--- src/rtl/spine_pkg.sv ---
// Shared definitions for the spine-side leaf port termination.
// Holds the reference flit width, the destination field width, a helper
// that extracts the destination address from a reference-width flit, and
// the state type for the egress (crossbar-to-leaf) pacing FSM.
package spine_pkg;

  localparam int FLIT_W = 16;
  localparam int DEST_W = 6;

  // Destination address lives in the top DEST_W bits of every flit
  function automatic logic [DEST_W-1:0] dest_of(input logic [FLIT_W-1:0] flit);
    return flit[FLIT_W-1 -: DEST_W];
  endfunction

  typedef enum logic {
    TX_IDLE = 1'b0,
    TX_GAP  = 1'b1
  } tx_state_t;

endpackage

--- src/rtl/sync_fifo_fwft.sv ---
// First-word-fall-through synchronous FIFO.
// Ports:
//   clk, reset      clock and asynchronous active-high reset
//   push_i, wdata_i write strobe and data (caller guarantees no push while
//                   full unless a pop happens in the same cycle)
//   pop_i           read strobe (caller guarantees not empty)
//   rdata_o         head entry, valid whenever empty_o is low
//   full_o, empty_o occupancy flags
//   level_o         number of stored entries (0..DEPTH)
module sync_fifo_fwft #(
  parameter int DWIDTH = 16,
  parameter int DEPTH  = 8,
  localparam int AW    = $clog2(DEPTH)
) (
  input  logic              clk,
  input  logic              reset,
  input  logic              push_i,
  input  logic [DWIDTH-1:0] wdata_i,
  input  logic              pop_i,
  output logic [DWIDTH-1:0] rdata_o,
  output logic              full_o,
  output logic              empty_o,
  output logic [AW:0]       level_o
);

  logic [DWIDTH-1:0] mem_q [DEPTH];
  logic [AW:0]       wr_ptr_q;
  logic [AW:0]       rd_ptr_q;

  // Pointers carry one extra wrap bit so full and empty are distinguishable.
  // Storage is cleared on reset so the head output reads zero out of reset.
  always_ff @(posedge clk or posedge reset) begin
    if (reset) begin
      wr_ptr_q <= '0;
      rd_ptr_q <= '0;
      for (int i = 0; i < DEPTH; i++) begin
        mem_q[i] <= '0;
      end
    end else begin
      if (push_i) begin
        mem_q[wr_ptr_q[AW-1:0]] <= wdata_i;
        wr_ptr_q <= wr_ptr_q + (AW+1)'(1);
      end
      if (pop_i) begin
        rd_ptr_q <= rd_ptr_q + (AW+1)'(1);
      end
    end
  end

  assign rdata_o = mem_q[rd_ptr_q[AW-1:0]];
  assign empty_o = (wr_ptr_q == rd_ptr_q);
  assign full_o  = (wr_ptr_q[AW] != rd_ptr_q[AW]) &&
                   (wr_ptr_q[AW-1:0] == rd_ptr_q[AW-1:0]);
  assign level_o = wr_ptr_q - rd_ptr_q;

endmodule

--- src/rtl/spine_leaf_port.sv ---
// Spine-side termination of one leaf-router spine link.
// Ingress: flits from the leaf's spine output (no backpressure) go into a
// drop-on-full FWFT FIFO and are offered to the crossbar with valid/ready.
// Egress: crossbar flits are registered and driven to the leaf's spine input
// as one-cycle pulses, with the destination decoded and optional pacing.
// Ports:
//   clk, reset                      clock, asynchronous active-high reset
//   leaf_out_data/valid             flit from router spine output
//   up_data/valid/ready             FIFO head toward crossbar
//   dn_data/valid/ready             flit from crossbar
//   leaf_in_data/valid/dest_addr    flit pulse to router spine input
//   rx_level                        FIFO occupancy
//   drop_count                      saturating count of dropped flits
module spine_leaf_port
  import spine_pkg::*;
#(
  parameter int DWIDTH = 16,
  parameter int DEPTH  = 8,
  parameter int TX_GAP = 0
) (
  input  logic                     clk,
  input  logic                     reset,
  input  logic [DWIDTH-1:0]        leaf_out_data,
  input  logic                     leaf_out_valid,
  output logic [DWIDTH-1:0]        up_data,
  output logic                     up_valid,
  input  logic                     up_ready,
  input  logic [DWIDTH-1:0]        dn_data,
  input  logic                     dn_valid,
  output logic                     dn_ready,
  output logic [DWIDTH-1:0]        leaf_in_data,
  output logic                     leaf_in_valid,
  output logic [DEST_W-1:0]        leaf_in_dest_addr,
  output logic [$clog2(DEPTH):0]   rx_level,
  output logic [7:0]               drop_count
);

  // ---------------- Ingress ----------------
  logic full;
  logic empty;
  logic push;
  logic pop;
  logic drop;
  logic [7:0] drop_count_q;

  // A pop in the same cycle frees the slot, so a full FIFO can still accept
  assign pop  = !empty && up_ready;
  assign push = leaf_out_valid && (!full || pop);
  assign drop = leaf_out_valid && full && !pop;

  sync_fifo_fwft #(
    .DWIDTH(DWIDTH),
    .DEPTH (DEPTH)
  ) u_rx_fifo (
    .clk    (clk),
    .reset  (reset),
    .push_i (push),
    .wdata_i(leaf_out_data),
    .pop_i  (pop),
    .rdata_o(up_data),
    .full_o (full),
    .empty_o(empty),
    .level_o(rx_level)
  );

  assign up_valid = !empty;

  always_ff @(posedge clk or posedge reset) begin
    if (reset) begin
      drop_count_q <= '0;
    end else if (drop && drop_count_q != 8'hFF) begin
      drop_count_q <= drop_count_q + 8'd1;
    end
  end

  assign drop_count = drop_count_q;

  // ---------------- Egress ----------------
  // The parameter TX_GAP shadows the enum literal, so the state is scoped.
  tx_state_t           state_q, state_d;
  logic [3:0]          gap_cnt_q, gap_cnt_d;
  logic [DWIDTH-1:0]   data_q, data_d;
  logic [DEST_W-1:0]   dest_q, dest_d;
  logic                valid_q, valid_d;

  always_ff @(posedge clk or posedge reset) begin
    if (reset) begin
      state_q   <= TX_IDLE;
      gap_cnt_q <= '0;
      data_q    <= '0;
      dest_q    <= '0;
      valid_q   <= 1'b0;
    end else begin
      state_q   <= state_d;
      gap_cnt_q <= gap_cnt_d;
      data_q    <= data_d;
      dest_q    <= dest_d;
      valid_q   <= valid_d;
    end
  end

  // dn_ready comes from state alone; data/dest hold between pulses
  always_comb begin
    state_d   = state_q;
    gap_cnt_d = gap_cnt_q;
    data_d    = data_q;
    dest_d    = dest_q;
    valid_d   = 1'b0;
    dn_ready  = 1'b0;
    case (state_q)
      TX_IDLE: begin
        dn_ready = 1'b1;
        if (dn_valid) begin
          data_d  = dn_data;
          dest_d  = dn_data[DWIDTH-1 -: DEST_W];
          valid_d = 1'b1;
          if (TX_GAP > 0) begin
            state_d   = spine_pkg::TX_GAP;
            gap_cnt_d = 4'(TX_GAP);
          end
        end
      end
      spine_pkg::TX_GAP: begin
        gap_cnt_d = gap_cnt_q - 4'd1;
        if (gap_cnt_q == 4'd1) begin
          state_d = TX_IDLE;
        end
      end
      default: begin
        state_d = TX_IDLE;
      end
    endcase
  end

  assign leaf_in_data      = data_q;
  assign leaf_in_dest_addr = dest_q;
  assign leaf_in_valid     = valid_q;

endmodule

--- config.mk ---
export PLATFORM = sky130hd
export DESIGN_NAME = spine_leaf_port
export DESIGN_NICKNAME = d
export VERILOG_FILES = /design/src/rtl/spine_pkg.sv /design/src/rtl/sync_fifo_fwft.sv /design/src/rtl/spine_leaf_port.sv
export SDC_FILE = /design/constraint.sdc
export NUM_CORES = 1
export LEC_CHECK = 0
export CORE_MARGIN = 3
export CORE_UTILIZATION = 45
export DETAILED_ROUTE_END_ITERATION = 6
export PLACE_DENSITY = 0.66
export SLEW_MARGIN = 20
export SYNTH_ARGS = -nofsm -noshare
export SYNTH_HDL_FRONTEND = slang
export SYNTH_HIERARCHICAL = 1
export SYNTH_SLANG_ARGS = --single-unit
--- constraint.sdc ---
create_clock -name clk -period 8.9 [get_ports clk]
set_clock_uncertainty 0.1 [all_clocks]
set_input_delay 1.78 -clock clk [delete_from_list [all_inputs] [get_ports clk]]
set_output_delay 1.78 -clock clk [all_outputs]
set_load 0.03 [all_outputs]
# Yosys cells after proc, flatten, opt, wreduce, memory -nomap -nowiden
# Index checks and enable logic that the tools add are counted.
[word_totals] inputBits=37 reg_bits=172 out_inout_bits=53
[classes] n_mux=11 n_reduce_logical=12 eq_ne=5 bitwise_logic=3 magnitude_cmp=3 add_sub_neg=5
[ops] operator="$bwmux W128" count=1
[ops] operator="$bmux W16 S3" count=1
[ops] operator="$demux W16 S3" count=1
[ops] operator="$mux W16" count=3
[ops] operator="$add A4 B1 Y4 const B" count=2
[ops] operator="$add A8 B1 Y8 const B" count=1
[ops] operator="$ge A4 B4 Y1 const B" count=2
[ops] operator="$ne A8 B8 Y1 const B" count=1
[ops] operator="$not A3 Y4" count=2
[ops] operator="$logic_and A1 B1 Y1" count=7
[ops] operator="$mux W1" count=5
[ops] operator="$eq A4 B1 Y1 const B" count=1
[ops] operator="$eq A4 B4 Y1" count=1
[ops] operator="$lt A4 B1 Y1 const B" count=1
[ops] operator="$sub A4 B1 Y4 const B" count=1
[ops] operator="$sub A4 B4 Y4" count=1
[ops] operator="$eq A3 B3 Y1" count=1
[ops] operator="$logic_not A1 Y1" count=3
[ops] operator="$reduce_and A2 Y1" count=1
[ops] operator="$logic_or A1 B1 Y1" count=1
[ops] operator="$ne A1 B1 Y1" count=1
[ops] operator="$not A1 Y1" count=1

# Depth between registers and ports, before layout
[logic_depth] word_depth=6 depth_mapped=14 ltp_nobuf=9

# Modules after synthesis
# Netlist, hierarchy kept.
[by_module_without_submodules] mod="sync_fifo_fwft" seq_area_each_um2=3403.3 cells_each=413 area_each_um2=6307.3 n_inst=1
[by_module_without_submodules] mod="spine_leaf_port" seq_area_each_um2=750.7 cells_each=105 area_each_um2=1337.5 n_inst=1

# Least setup slack after synthesis
# Ideal clock, no wire load.
[synth_timing] kind="reg2out" start="register u_rx_fifo.rd_ptr_q[2]" end="output rx_level[3]" arrival_time_ns=2.081 slack_ns=4.939 n_path_buf=2 required_ns=7.020 stages_incl_launch_ff=8 path_cell_list="dfrtp_1 -> clkbuf_1 -> clkbuf_1 -> inv_1 -> ha_1 -> a21oi_1 -> o21ai_0 -> xnor2_1"
[synth_via] elab_chain_cells=1
[synth_rtl] item="from (decl)" line="sync_fifo_fwft.sv:28" source="logic [AW:0] rd_ptr_q;"
[synth_rtl] item="from (signal assigned)" line="sync_fifo_fwft.sv:45" source="rd_ptr_q <= rd_ptr_q + (AW+1)'(1);"
[synth_rtl] item="$sub A4 B4 Y4" line="sync_fifo_fwft.sv:54" source="assign level_o = wr_ptr_q - rd_ptr_q;"
[synth_rtl] item="to (decl)" line="spine_leaf_port.sv:34" source="output logic [$clog2(DEPTH):0] rx_level,"
# Every way passes these cells.

# Final worst setup path
# Same ends and word-level chain as after synthesis.

==> results.ini <==
[outcome]
status = completed

[die]
die_h_um = 136
row_count = 47
die_x_um = 136
start_util_pct = 46.1
core_mm2 = 0.0166
design.die.area_mm2 = 0.0186
pin_count = 90

[sta]
tns_ps = 0
maxSlewHeadroom_pct = 30.5
fmax_mhz = 203
period_needed_ps = 4930
slew_viol_final = 0
setup_viol = 0
grt_setup_unrepaired = false
tightest_slew_ps = 1040
hold_viol = 0
timing.final.crit_share_pct = 55.4

[cts]
insertion_delay_ps = 420
clkSinkCount = 166
root_buffer = clkbuf_16
cts_tree = done
cts.repair.resized = 0
post_cts_buffers = 0
clockBufferDepth = 2
postCtsHoldBufs = 0
cts_htree_levels = 4
clk_pin_slew_ps = 60
cts_buffers = 17

[flow_run]
maxCapViolCount = 0

[power_and_ir_drop]
leakagePower_nw = 3.98
clkPwrFrac_pct = 18.8
vdd_drop_max_uv = 362
p_comb_share_pct = 45.8
p_sw_mw = 1.25
swShare_pct = 34.7
p_int_mw = 2.34
pwr-share-seq_pct = 35.5
power.density_mw_per_mm2 = 390

[placed_design]
gp_congestion = 0.784
placed_cells_incl_taps = 805
hpwl_um = 9980
port_buffers = 89

[drt]
vias = 4441
drcViolationCount = 0
wl_per_cell_um = 18.8
postRouteWirelength_um = 15700
first_pass_iters = 5
route.antenna.remaining_nets = 0
drt_iter0_markers = 188
routed_via_density = 5.33

[global_routing]
grt_max_degree = 77
grt_pass1_vias = 4797
grt_pass1_wl_um = 25700
antenna_found_initial = 0
grt_overflow = 0
track_usage_pct = 18.1

[setup_path]
critPathTopFamily = buffers and inverters
max_stage_delay_ps = 700
worstReg2RegStart = u_rx_fifo/rd_ptr_q[2]
worstPathMaxFanout = 28
timing.rr.end = u_rx_fifo/mem_q[81]
r2r_setup_slack_ps = 5050
startpoint_type = register
critPathArrivalTime_ps = 3050
crit_path_end_kind = output port
required_ps = 7020
criticalPathCategory = register to output port
r2r.worst_path.cells = 12
slowest_stage = clkdlybuf4s50_1
cp_cell_sequence = buf_4, inv_1, ha_1, a21oi_1, o21ai_0, xnor2_1, clkdlybuf4s50_1
worst-path-buf-inv = 3

[logic_synthesis]
ys.flop_type = dfrtp_1
ys_seq_elements = 166
synth_cell_types = 41
async_flop_share_pct = 100
synth_edf_count = 0
yosys_warnings = 6
syn_area_per_cell_um2 = 14.8
postSynthCellCount = 518
syn_area_mm2 = 0.00764
synth.net_count = 564
yosysSeqAreaShare_pct = 54.3

[hold_path]
hold_path_startpoint = gap_cnt_q[3]
hold_path_end = gap_cnt_q[3]
hp-class = register to register
worstHoldPathCells = 1

[cells_and_area]
instances_no_fill = 833
diodes = 0
syn_to_final_growth_pct = 20.4
drive_gt1_share_pct = 37.2
nets = 650

## flip-flops by register name, indices dropped and copies added, names as in the netlist
| name | cells |
|---|---|
| state_q | 1 |
| leaf_in_valid | 1 |
| u_rx_fifo/rd_ptr_q | 4 |
| leaf_in_data | 16 |
| u_rx_fifo/wr_ptr_q | 4 |
| gap_cnt_q | 4 |
| drop_count | 8 |
| u_rx_fifo/mem_q | 128 |
## area by class of cell
type | instances | area [µm²]
flip-flops and latches | 166 | 4160
clock inverters | 4 | 48.8
clock buffers | 24 | 482
well taps | 220 | 275
repair buffers | 99 | 966
inverters | 14 | 62.6
fillers | 1328 | 7380
multi-input cells | 306 | 3210
## cell usage after synthesis, types with 4 or more instances
master	number	area, µm²
a21oi_1	6	30.0
xnor2_1	8	70.1
mux2_4	10	150
xor2_1	6	52.6
ha_1	8	100
clkbuf_1	7	26.3
nand2_1	58	218
mux4_2	32	721
inv_1	11	41.3
dfrtp_1	166	4150
buf_2	9	45.0
buf_4	11	82.6
nand4_1	4	25.0
buf_6	4	45.0
mux2_2	134	1510
## logic make-up after synthesis
family | count (synthesis) | share of synthesized area [%]
buffers and inverters | 46 | 3.65
AOI/OAI and AO/OA | 12 | 0.851
and+or+nand+nor | 91 | 6.30
DFF | 166 | 54.3
adders and majority gates | 9 | 1.57
muxes | 180 | 31.7
xor gates and xnor gates | 14 | 1.60
## per-layer routing
metal	part of all wire (%)	GRT usage, %	vias to the layer above
met5	0	0	-
met4	1.3	5.54	0
met3	4.5	4.22	16
met2	49	29.9	108
met1	46	24.0	2303
li1	-	-	2014
## power groups by stage
stage	Sequential [mW]	Combinational, mW	Clock, mW
3_3_place_gp	1.26	1.63	0
2_1_floorplan	1.23	1.21	0
4_1_cts	1.27	1.67	0.693
3_5_place_dp	1.29	1.66	0
6_report	1.27	1.64	0.675
5_1_grt	1.32	1.77	0.728
## how the worst max path moves through the flow
stage                     slack [ps]                  start                  to  cells after the start
after floorplan                 3380                  reset  u_rx_fifo/mem_q[0]                      1
after global placement          4390  u_rx_fifo/rd_ptr_q[2]         rx_level[3]                      7
after global routing            3840  u_rx_fifo/rd_ptr_q[2]         rx_level[3]                      7
after CTS                       3940  u_rx_fifo/rd_ptr_q[2]         rx_level[3]                      7
after detailed placement        4400  u_rx_fifo/rd_ptr_q[2]         rx_level[3]                      7
final                           3970  u_rx_fifo/rd_ptr_q[2]         rx_level[3]                      7
## through the flow
step                setup slack [ps]  instance area [µm²]  power [mW]  util [%]  hold WS (ps)
finish                          3970                 9200        3.59      55.5           377
global route                    3840                 9200        3.81      55.5           409
detailed placement              4400                 8670        2.95      52.3           375
global placement                4390                 8670        2.89      52.3           364
CTS                             3940                 9200        3.63      55.5           385
floorplan                       3380                 7640        2.44         -           343
## placed cells by master, fill, tap and decap left out, drive strengths merged, types with 3 or more instances in the layout
cell type      count
clkinv             4
a21oi              6
nand4              7
nor3               6
mux2             146
nand2             59
nand3              3
xnor2              8
buf               10
dfrtp            166
o21ai              3
mux4              32
inv               13
nor2b              3
nand2b             3
clkbuf            24
xor2               6
nor2               3
clkdlybuf4s50     89
ha                 8
(Power assumes the default switching activity.)
